### config.mk
export PLATFORM = sky130hd
export DESIGN_NAME = addsub_simd_pipe
export DESIGN_NICKNAME = d
export VERILOG_FILES = /design/src/rtl/addsub_simd_pipe.sv
export SDC_FILE = /design/constraint.sdc
export NUM_CORES = 1
export LEC_CHECK = 0
export ABC_AREA = 0
export CORE_ASPECT_RATIO = 1.75
export CORE_MARGIN = 1.5
export CORE_UTILIZATION = 52
export CTS_CLUSTER_DIAMETER = 200
export DETAILED_ROUTE_END_ITERATION = 6
export GPL_TIMING_DRIVEN = 0
export PLACE_DENSITY = 0.8
export SYNTH_ARGS = -nofsm -noshare
export SYNTH_HDL_FRONTEND = slang
export SYNTH_SLANG_ARGS = --single-unit
### constraint.sdc
create_clock -name clk -period 7.4 [get_ports clk]
set_clock_uncertainty 0.1 [all_clocks]
set_input_delay 1.85 -clock clk [delete_from_list [all_inputs] [get_ports clk]]
set_output_delay 1.85 -clock clk [all_outputs]
set_load 0.01 [all_outputs]
### src/rtl/addsub_simd_pipe.sv
// Two-stage SIMD adder/subtractor: 4, 2 or 1 lanes selected per beat, valid/ready on both sides.
// Define ADDSUB_SAT_EN to enable per-lane signed saturation requested by in_sat.
module addsub_simd_pipe #(
  parameter int unsigned LANE_W = 8,
  parameter int unsigned WIDTH  = 4 * LANE_W
) (
  input  logic             clk,
  input  logic             rst_n,
  input  logic             in_valid,
  output logic             in_ready,
  input  logic [WIDTH-1:0] in_a,
  input  logic [WIDTH-1:0] in_b,
  input  logic             in_sub,
  input  logic [1:0]       in_mode,
  input  logic             in_sat,
  output logic             out_valid,
  input  logic             out_ready,
  output logic [WIDTH-1:0] out_s,
  output logic [3:0]       out_cout,
  output logic [3:0]       out_ovf
);

  if (WIDTH != 4 * LANE_W) begin : g_width_check
    $error("addsub_simd_pipe: WIDTH must equal 4*LANE_W");
  end

  logic             s1_valid_q, s1_valid_d;
  logic [WIDTH-1:0] s1_a_q, s1_a_d;
  logic [WIDTH-1:0] s1_b_q, s1_b_d;
  logic             s1_sub_q, s1_sub_d;
  logic [1:0]       s1_mode_q, s1_mode_d;
  logic             s2_valid_q, s2_valid_d;
  logic [WIDTH-1:0] s2_s_q, s2_s_d;
  logic [3:0]       s2_cout_q, s2_cout_d;
  logic [3:0]       s2_ovf_q, s2_ovf_d;

  logic             s1_load, s2_load;
  logic [3:0]       lane_start, lane_msb;
  logic [WIDTH-1:0] raw_s, res_s;
  logic [3:0]       cout_c, ovf_c;

  assign s2_load  = !s2_valid_q || out_ready;
  assign s1_load  = !s1_valid_q || s2_load;
  assign in_ready = s1_load;

  // Chunk c is a lane MSB when it is the top chunk or chunk c+1 starts a new lane.
  always_comb begin
    lane_start = 4'b1111;
    unique case (s1_mode_q)
      2'b01:   lane_start = 4'b0101;
      2'b10:   lane_start = 4'b0001;
      default: lane_start = 4'b1111;
    endcase
    lane_msb = {1'b1, lane_start[3:1]};
  end

  always_comb begin
    logic [LANE_W-1:0] a_ch, bx_ch;
    logic [LANE_W:0]   ch_sum;
    logic              carry, cin;
    raw_s  = '0;
    cout_c = '0;
    ovf_c  = '0;
    carry  = 1'b0;
    for (int c = 0; c < 4; c++) begin
      a_ch   = s1_a_q[c*LANE_W +: LANE_W];
      bx_ch  = s1_b_q[c*LANE_W +: LANE_W] ^ {LANE_W{s1_sub_q}};
      cin    = lane_start[c] ? s1_sub_q : carry;
      ch_sum = {1'b0, a_ch} + {1'b0, bx_ch} + {{LANE_W{1'b0}}, cin};
      carry  = ch_sum[LANE_W];
      raw_s[c*LANE_W +: LANE_W] = ch_sum[LANE_W-1:0];
      if (lane_msb[c]) begin
        cout_c[c] = carry;
        ovf_c[c]  = (a_ch[LANE_W-1] == bx_ch[LANE_W-1]) && (ch_sum[LANE_W-1] != a_ch[LANE_W-1]);
      end
    end
  end

`ifdef ADDSUB_SAT_EN
  logic s1_sat_q, s1_sat_d;

  // Walk chunks top-down so each chunk inherits the clamp decision of its lane's MSB chunk.
  always_comb begin
    logic clamp, neg;
    res_s = raw_s;
    clamp = 1'b0;
    neg   = 1'b0;
    for (int c = 3; c >= 0; c--) begin
      if (lane_msb[c]) begin
        clamp = s1_sat_q && ovf_c[c];
        neg   = s1_a_q[c*LANE_W + LANE_W - 1];
      end
      if (clamp) begin
        if (lane_msb[c]) begin
          res_s[c*LANE_W +: LANE_W] = neg ? {1'b1, {(LANE_W-1){1'b0}}}
                                          : {1'b0, {(LANE_W-1){1'b1}}};
        end else begin
          res_s[c*LANE_W +: LANE_W] = {LANE_W{~neg}};
        end
      end
    end
  end

  always_comb begin
    s1_sat_d = s1_sat_q;
    if (s1_load && in_valid) s1_sat_d = in_sat;
  end

  always_ff @(posedge clk) begin
    if (!rst_n) s1_sat_q <= 1'b0;
    else        s1_sat_q <= s1_sat_d;
  end
`else
  logic unused_sat;
  assign unused_sat = in_sat;
  assign res_s      = raw_s;
`endif

  always_comb begin
    s1_valid_d = s1_valid_q;
    s1_a_d     = s1_a_q;
    s1_b_d     = s1_b_q;
    s1_sub_d   = s1_sub_q;
    s1_mode_d  = s1_mode_q;
    s2_valid_d = s2_valid_q;
    s2_s_d     = s2_s_q;
    s2_cout_d  = s2_cout_q;
    s2_ovf_d   = s2_ovf_q;
    if (s1_load) begin
      s1_valid_d = in_valid;
      if (in_valid) begin
        s1_a_d    = in_a;
        s1_b_d    = in_b;
        s1_sub_d  = in_sub;
        s1_mode_d = in_mode;
      end
    end
    if (s2_load) begin
      s2_valid_d = s1_valid_q;
      if (s1_valid_q) begin
        s2_s_d    = res_s;
        s2_cout_d = cout_c;
        s2_ovf_d  = ovf_c;
      end
    end
  end

  always_ff @(posedge clk) begin
    if (!rst_n) begin
      s1_valid_q <= 1'b0;
      s1_a_q     <= '0;
      s1_b_q     <= '0;
      s1_sub_q   <= 1'b0;
      s1_mode_q  <= '0;
      s2_valid_q <= 1'b0;
      s2_s_q     <= '0;
      s2_cout_q  <= '0;
      s2_ovf_q   <= '0;
    end else begin
      s1_valid_q <= s1_valid_d;
      s1_a_q     <= s1_a_d;
      s1_b_q     <= s1_b_d;
      s1_sub_q   <= s1_sub_d;
      s1_mode_q  <= s1_mode_d;
      s2_valid_q <= s2_valid_d;
      s2_s_q     <= s2_s_d;
      s2_cout_q  <= s2_cout_d;
      s2_ovf_q   <= s2_ovf_d;
    end
  end

  assign out_valid = s2_valid_q;
  assign out_s     = s2_s_q;
  assign out_cout  = s2_cout_q;
  assign out_ovf   = s2_ovf_q;

endmodule

* After elaboration in Yosys (flattened, before gate mapping)
Cells that the tools add are included.
** Word-level totals
- Register bits after elaboration :: 109
- Bits in latches :: 0
- RAM bits :: 0
- Memory bits (read-only) :: 0
- Output and inout port bits :: 42
- Word-level logic and storage cells :: 52
- Memories kept :: 0
** Operators by class
- $add $sub $neg :: 8
- Multiply operators :: 0
- Divide/modulo/power cells :: 0
- Order comparisons :: 0
- Eq/ne operators :: 10
- Shift-type cells :: 0
- Muxes and demuxes :: 11
- Bitwise logic cells :: 4
- Reduce and logical (&&, ||, !) cells :: 10
** Operators with widths (count)
- adder 8 x 8 -> 9 bit :: 4
- adder 9 x 1 -> 9 bit :: 4
- bitwise XOR 8 bit :: 4
- two-way mux 1 bit :: 10
- one-hot mux 4 bit (2 select lines) :: 1
- == test 1 bit :: 4
- logical AND 1 bit :: 4
- inequality test 1 bit :: 4
- AND reduction 2 bit :: 2
- == test 2 x 1 -> 1 bit (second input constant) :: 1
- == test 2 bit (second input constant) :: 1
- zero test 1 bit :: 2
- logical OR 1 bit :: 2

* Depth between registers and ports, before layout
Gate-level depths: netlist of run 1.
- Word-level depth :: 12
- Gate-level depth with buffers :: 30
- Mapped depth without buffers :: 29

* Worst setup path before layout of run 1
OpenSTA, ideal clock, no wires.
- Path type :: register to register
- From :: reg s1_sub_q
- To :: reg s2_s_q[30], in the netlist out_s[30]
- Library setup time :: 0.079 ns
- Arrival time :: 6.065 ns
- Data required time :: 7.221 ns
- Slack :: 1.157 ns
- Cell stages (with the launch flop) :: 31
- Buffers on the path :: 2
- Clock period less this slack :: 6.243 ns
- Cell sequence :: dfxtp_1 > buf_4 > clkbuf_1 > xor2_1 > ha_1 > nor2b_1 > o21a_1 > o21a_1 > o22a_1 > mux2i_1 > fa_1 > fa_1 > nor2b_1 > o21ai_0 > a21o_1 > a21oi_1 > mux2i_1 > fa_1 > fa_1 > nor2b_1 > o21ai_0 > a21o_1 > a21oi_1 > mux2_2 > fa_1 > fa_1 > a21o_1 > a21oi_1 > o21ai_0 > nand4b_1 > o211ai_1
** On the way
- Cells in the longest elaborated chain, start to end :: 9
- Elaborated cells between the ends (all ways) :: 16
- Those cells by class :: add/sub: 8; mux: 4; bitwise: 4
** RTL lines
- from (decl) :: RTL line 30 : logic s1_sub_q, s1_sub_d;
- from (signal assigned) :: RTL line 163 : s1_sub_q <= s1_sub_d;
- bitwise XOR 8 bit :: RTL line 67 : bx_ch = s1_b_q[c*LANE_W +: LANE_W] ^ {LANE_W{s1_sub_q}};
- adder 8 x 8 -> 9 bit :: RTL line 69 : ch_sum = {1'b0, a_ch} + {1'b0, bx_ch} + {{LANE_W{1'b0}}, cin};
- adder 9 x 1 -> 9 bit :: RTL line 69
- two-way mux 1 bit :: RTL line 68 : cin = lane_start[c] ? s1_sub_q : carry;
- adder 9 x 1 -> 9 bit :: RTL line 69
- two-way mux 1 bit :: RTL line 68
- adder 9 x 1 -> 9 bit :: RTL line 69
- two-way mux 1 bit :: RTL line 68
- adder 9 x 1 -> 9 bit (*) :: RTL line 69
- to (signal assigned) :: RTL line 166 : s2_s_q <= s2_s_d;
- to (decl) :: RTL line 33 : logic [WIDTH-1:0] s2_s_q, s2_s_d;
Every way passes the cells marked *; elsewhere a longest branch is shown, timed or not.
A chain may end at the register's enable or synchronous reset.

* Final worst setup path of run 1
Ends and elaborated chain as after synthesis.

==> results.md, run 1 <==
- Hold buffers post-CTS: 0
- Crit Path Max Fanout: 10
- Net count, final: 916
- Area leader, netlist: dfxtp_1
- Most common cell after layout, fill and taps aside: nand2_1
- DRC: 0
- CP max-delay cell: fa_1
- Pwr dens: 194.7 nW/um^2
- Most frequent cells in the layout: nand2_1 (170), clkdlybuf4s50_1 (112), dfxtp_1 (109)
- Sink Count: 109
- Final core utilization: 68.85%
- Cell Area, Synth: 5807 um^2
- Slew margin rel.: 53.70%
- HPWL Detailed: 12.85 mm
- Fin area: 7408 um^2
- Ys flop type: dfxtp_1
- Layout cells sized above 1: 4.674%
- Worst path most repeated cell: fa_1
- Yosys top cell area share: 37.58%
- WP buf/inv: 2
- I/O pins: 114
- RSZ-0062 raised after global routing: false
- Sequential element share of the synthesized area: 37.58%
- Avg Inst Size Synth: 8.477 um^2
- Largest net degree at the start of global routing: 18
- Per-cell routed wire length: 18.14 um
- Area grow syn2layout: 27.58%
- Max Freq: 146.4 MHz
- Root Buffer: clkbuf_16
- Final setup fails: 0
- Syn Inst Count: 685
- H-tree depth: 3
- CP delay by family, top: adder cells
- Number of vias per cell: 5.819
- Status: finished, final reports clean
- Net Sw Frac: 28.12%
- Req. time, crit path: 7.58 ns
- Die ar.: 11,830 um^2
- Setup_tns: 0 ns
- Antenna-violating nets left: 0
- GR Overflow Total: 0
- Register share of total power: 44.7%
- Startpoint Class: flip-flop
- First-pass GRT wire length: 27.52 mm
- Routed WL: 17.10 mm
- Max Root-Sink Buffers: 2
- Worst skew pair latency: 0.36 ns
- Filler cells: 933
- Synthesized flop and latch total: 109
- YS warnings: 0
- Worst IR Drop VDD: 148.1 uV
- Combinational power share: 20.5%
- Area contributors post-synth: dfxtp_1 (38%), nand2_1 (11%), a21boi_0 (9.3%)
- Final Critical Period: 6.829 ns
- I/O Buffers: 112
- CTS tree: yes
- Reg clk slew, reported paths: 0.07 ns
- Final GP Congestion: 0.8711
- Leakage: 0.003079 uW
- Synth unique cells: 49
- DRT iter0 DRCs: 373
- # diodes: 0
- Std cell rows: 50
- Setup crit end kind: flip-flop
- Drt pass-1 iters: 5
- Initial antenna violation count: 0
- Worst Hold Class: reg -> reg
- Starting Density: 53.97%
- Internal cell power: 1037 uW
- Core area: 10,760 um^2
- Crit path DAT: 7.01 ns
- Routed vias: 5,487
- Clock network power share: 34.8%
- Final hold vios: 0
- Post-synth EDFFs: 0
- Max cap viols: 0
- Gr usage total: 29.46%
- Vias in the first global route: 5,588
- Async set-reset flop share out of synthesis: 0%
- Die height: 142.8 um
- CP max stage delay: 0.43 ns
- Syn_nets: 793
- Setup Crit Path Kind: reg -> reg
- Slew Viols, Final: 0
- Area after DPL: 7091 um^2
- Psw: 405.5 uW
- Clock buffer count from CTS: 9
- Die outline width: 82.88 um
- Slew @ Worst Pin: 0.6945 ns
- Final critical-path share of the clock period: 92.29%
-- power groups by stage --
stage                     sequential [uW]  combinational, uW  clock, uW
after floorplan                       658                166          0
after global placement                657                281          0
after detailed placement              658                290          0
after CTS                             645                293        505
after global routing                  648                324        529
final                                 645                296        502
-- registers in the layout, summed over array words and instances (netlist names) --
register	count
s1_mode_q	2
s1_a_q	32
out_cout	4
s1_sub_q	1
out_valid	1
s1_valid_q	1
out_s	32
out_ovf	4
s1_b_q	32
-- worst paths after layout --
| kind | end | slack (ns) | cells past startpoint | start |
|---|---|---|---|---|
| max | out_s[30] | 0.57 | 30 | s1_sub_q |
| min | out_s[20] | 0.37 | 2 | out_s[20] |
| max reg2reg | out_s[30] | 0.57 | 30 | s1_sub_q |
| min reg2reg | out_s[20] | 0.37 | 2 | out_s[20] |
-- worst min-delay path: stages, from the launching register on --
cell and delay [ns]:
dfxtp_1 0.31, nand2_1 0.05, a21boi_0 0.06
-- final cells by class --
class                           count  area [um^2]  share of cell area (%)
Clock inverter                      4        56.30                  0.7600
Inverter                           14        52.55                  0.7093
Clock buffer                       12        246.5                   3.327
Sequential cell                   109         2182                   29.45
Multi-Input combinational cell    517         3385                   45.68
Timing Repair Buffer              112         1121                   15.13
Tap cell                          130        162.7                   2.196
Buffer                             45        202.7                   2.736
-- synth_stat cells (all sizes together) (5+ instances only) --
master  instances
nor2            8
nor3b           6
a21boi         72
ha             29
a21o            5
dfxtp         109
buf            20
o211a           7
and4b           7
o211ai         14
o21a           12
o21ai          15
nand2         170
and2            9
a21oi          20
nand3          21
nor2b          15
xnor2           5
nor3            7
fa              7
clkbuf         25
inv            14
nand4b         13
xor2           32
a31oi           9
-- repair_timing --
action,CTS,global route
pin swaps,0,0
gates resized for setup,1,7
setup buffers,0,0
setup endpoints to repair,2,6
-- routing by layer --
layer | vias up | wire, um | global-route usage, % | share of wire (%)
li1 | 2614 | - | - | -
met1 | 2579 | 6576 | 32.09 | 38
met2 | 224 | 8661 | 53.62 | 51
met3 | 70 | 945 | 4.624 | 5.5
met4 | 0 | 920 | 17.28 | 5.4
met5 | - | 0 | 0 | 0
-- logic make-up after synthesis --
family | Yosys count | synth area share, %
DFF | 109 | 37.58
muxes | 5 | 0.8834
xor gates and xnor gates | 37 | 5.581
buffers and inverters | 59 | 4.331
adders and majority gates | 36 | 8.662
and+or+nand+nor | 272 | 22.30
AOI/OAI and AO/OA | 167 | 20.66
-- through the flow --
stage / std cells / hold slack, ns / setup slack, ns / total power, uW
floorplan: 685 / 0.3435 / 1.157 / 823.5
global placement: 927 / 0.3524 / 0.1376 / 938.6
detailed placement: 927 / 0.3606 / 0.03902 / 948.4
CTS: 943 / 0.3685 / 0.2634 / 1442
global route: 943 / 0.3953 / 0.006605 / 1501
finish: 943 / 0.3658 / 0.5709 / 1442
Note: power is estimated with default switching activity, not from simulation.
==> inputs of run 2 (changes only) <==
--- a/config.mk
+++ b/config.mk
@@ -8,11 +8,12 @@
 export ABC_AREA = 0
 export CORE_ASPECT_RATIO = 1.75
 export CORE_MARGIN = 1.5
-export CORE_UTILIZATION = 52
+export CORE_UTILIZATION = 50
 export CTS_CLUSTER_DIAMETER = 200
 export DETAILED_ROUTE_END_ITERATION = 6
 export GPL_TIMING_DRIVEN = 0
-export PLACE_DENSITY = 0.8
+export HOLD_SLACK_MARGIN = 0.03
+export PLACE_DENSITY = 0.78
 export SYNTH_ARGS = -nofsm -noshare
 export SYNTH_HDL_FRONTEND = slang
 export SYNTH_SLANG_ARGS = --single-unit
==> run 2 against run 1 <==
Routed wire length shrank 1.1%. Clock power hardly changed. Die area grew 3.9%. Global-route usage shrank 1.2 points. Via count fell by 1.1%. Register-to-register slack worse by 0.17 ns. Non-clock buffer count is the same.
==> results.md, run 2 (synthesis results as in run 1) <==
- Status: finished, final reports clean
- Root Buffer: clkbuf_16
- Largest net degree at the start of global routing: 18
- DRT iter0 DRCs: 348
- Crit path DAT: 7.14 ns
- Area after DPL: 7093 um^2
- Core area: 11,230 um^2
- Startpoint Class: flip-flop
- CTS tree: yes
- Max Root-Sink Buffers: 2
- Setup_tns: 0 ns
- Worst skew pair latency: 0.35 ns
- I/O pins: 114
- Area grow syn2layout: 27.43%
- Final hold vios: 0
- Worst Hold Class: reg -> reg
- H-tree depth: 3
- Hold buffers post-CTS: 0
- Leakage: 0.003063 uW
- Drt pass-1 iters: 5
- Setup Crit Path Kind: reg -> reg
- Die outline width: 84.47 um
- Final WS setup: 0.3986 ns
- Most common cell after layout, fill and taps aside: nand2_1
- Final Critical Period: 7.001 ns
- Initial antenna violation count: 0
- Max Freq: 142.8 MHz
- CP max-delay cell: fa_1
- GR Overflow Total: 0
- Slew @ Worst Pin: 0.6977 ns
- WP buf/inv: 2
- Per-cell routed wire length: 17.90 um
- Layout cells sized above 1: 4.551%
- Slew Viols, Final: 0
- Worst slack, placed: -0.01545 ns
- Vias in the first global route: 5,450
- Antenna-violating nets left: 0
- CP delay by family, top: compound AO/OA/AOI/OAI gates
- Number of vias per cell: 5.741
- Final GP Congestion: 0.9163
- Reg clk slew, reported paths: 0.07 ns
- Final hold slack: 0.3725 ns
- Max cap viols: 0
- R2r startpoint: s1_sub_q
- CP max stage delay: 0.43 ns
- Hold_sp: out_s[20]
- Most frequent cells in the layout: nand2_1 (170), clkdlybuf4s50_1 (112), dfxtp_1 (109)
- Slew margin rel.: 53.48%
- RSZ-0062 raised after global routing: false
- Req. time, crit path: 7.54 ns
- Starting Density: 51.70%
- Routed vias: 5,425
- Final critical-path share of the clock period: 94.61%
- Std cell rows: 51
- Worst IR Drop VDD: 159.3 uV
- Die height: 145.6 um
- Worst path most repeated cell: fa_1
- Fin area: 7400 um^2
- Final setup fails: 0
- First-pass GRT wire length: 27.23 mm
- Pwr dens: 194.5 nW/um^2
- # diodes: 0
- Clock buffer count from CTS: 9
- Setup crit end kind: flip-flop
- Final core utilization: 65.89%
- Worst r2r path cells: 30
- HPWL Detailed: 12.66 mm
- I/O Buffers: 112
- Post-CTS Setup Bufs: 0
- DRC: 0
- Routed WL: 16.92 mm
- Filler cells: 961
- Net count, final: 916
- FF-to-FF setup slack: 0.40 ns
- Reg2Reg Capture Point: out_cout[3]
- Sink Count: 109
- Hold Path Stages: 2
- Crit Path Max Fanout: 10
- Gr usage total: 28.28%
- Die ar.: 12,290 um^2
- Worst Hold End: out_s[20]
-- run 2: cell count changes in the layout (fill, tap and decap cells not counted) --
cell,delta
clkbuf_4,+1
xor2_1,+1
clkinvlp_4,+4
inv_6,-1
o21ai_0,+1
o21ai_2,-1
clkbuf_1,-1
xor2_2,-1
buf_4,-1
clkinv_4,-2
-- run 2: power by group --
| group | switching, uW | total (uW) | internal, uW | leakage (uW) |
|---|---|---|---|---|
| Clock | 228 | 500 | 272 | 0.000134 |
| Sequential | 24.1 | 645 | 621 | 0.000895 |
| Combinational | 154 | 295 | 141 | 0.00203 |
| Total | 406 | 1440 | 1030 | 0.00306 |
-- run 2: worst max-delay path by stage --
stage          startpoint          end  slack (ns)  cells after the start
3_5_place_dp     s1_sub_q    out_s[30]       -0.02                     30
3_3_place_gp     s1_sub_q    out_s[30]        0.10                     30
4_1_cts          s1_sub_q    out_s[30]        0.26                     30
6_report         s1_sub_q  out_cout[3]        0.40                     30
5_1_grt          s1_sub_q  out_cout[3]       0.009                     30
2_1_floorplan    s1_sub_q    out_s[30]        1.16                     30
-- run 2: final cells by class --
class / instances / area, um^2 / area share [%]
plain buffers: 45 / 202.7 / 2.739
clock buffers: 11 / 242.7 / 3.280
clock inverters: 5 / 60.06 / 0.8116
inverters: 14 / 52.55 / 0.7102
multi-input cells: 517 / 3373 / 45.59
flip-flops and latches: 109 / 2182 / 29.49
well taps: 132 / 165.2 / 2.232
repair buffers: 112 / 1121 / 15.15
-- run 2: stage by stage --
step | power [uW] | instances
2_1_floorplan | 823.5 | 685
3_5_place_dp | 948.0 | 929
3_3_place_gp | 939.5 | 929
6_report | 1439 | 945
5_1_grt | 1497 | 945
4_1_cts | 1441 | 945
-- run 2: per-layer routing --
layer	up-vias	GRT usage (%)	routed length, um
met3	55	3.914	868
met4	0	15.08	833
met1	2551	31.98	6463
met2	200	50.64	8754
met5	-	0	0
li1	2619	-	-
-- run 2: worst reg2reg max path: cells and delay by family, from the launching register on --
kind                       cells  cell delay, ns
DFF                            1            0.31
xor gates and xnor gates       1            0.17
AOI/OAI and AO/OA             14            2.71
and+or+nand+nor                3            0.28
muxes                          3            0.73
buffers and inverters          2            0.50
adders and majority gates      7            2.08
-- run 2: repair_timing --
item,CTS,global route
pin swaps,0,0
endpoints found under the setup margin,2,3
resized for setup,1,3
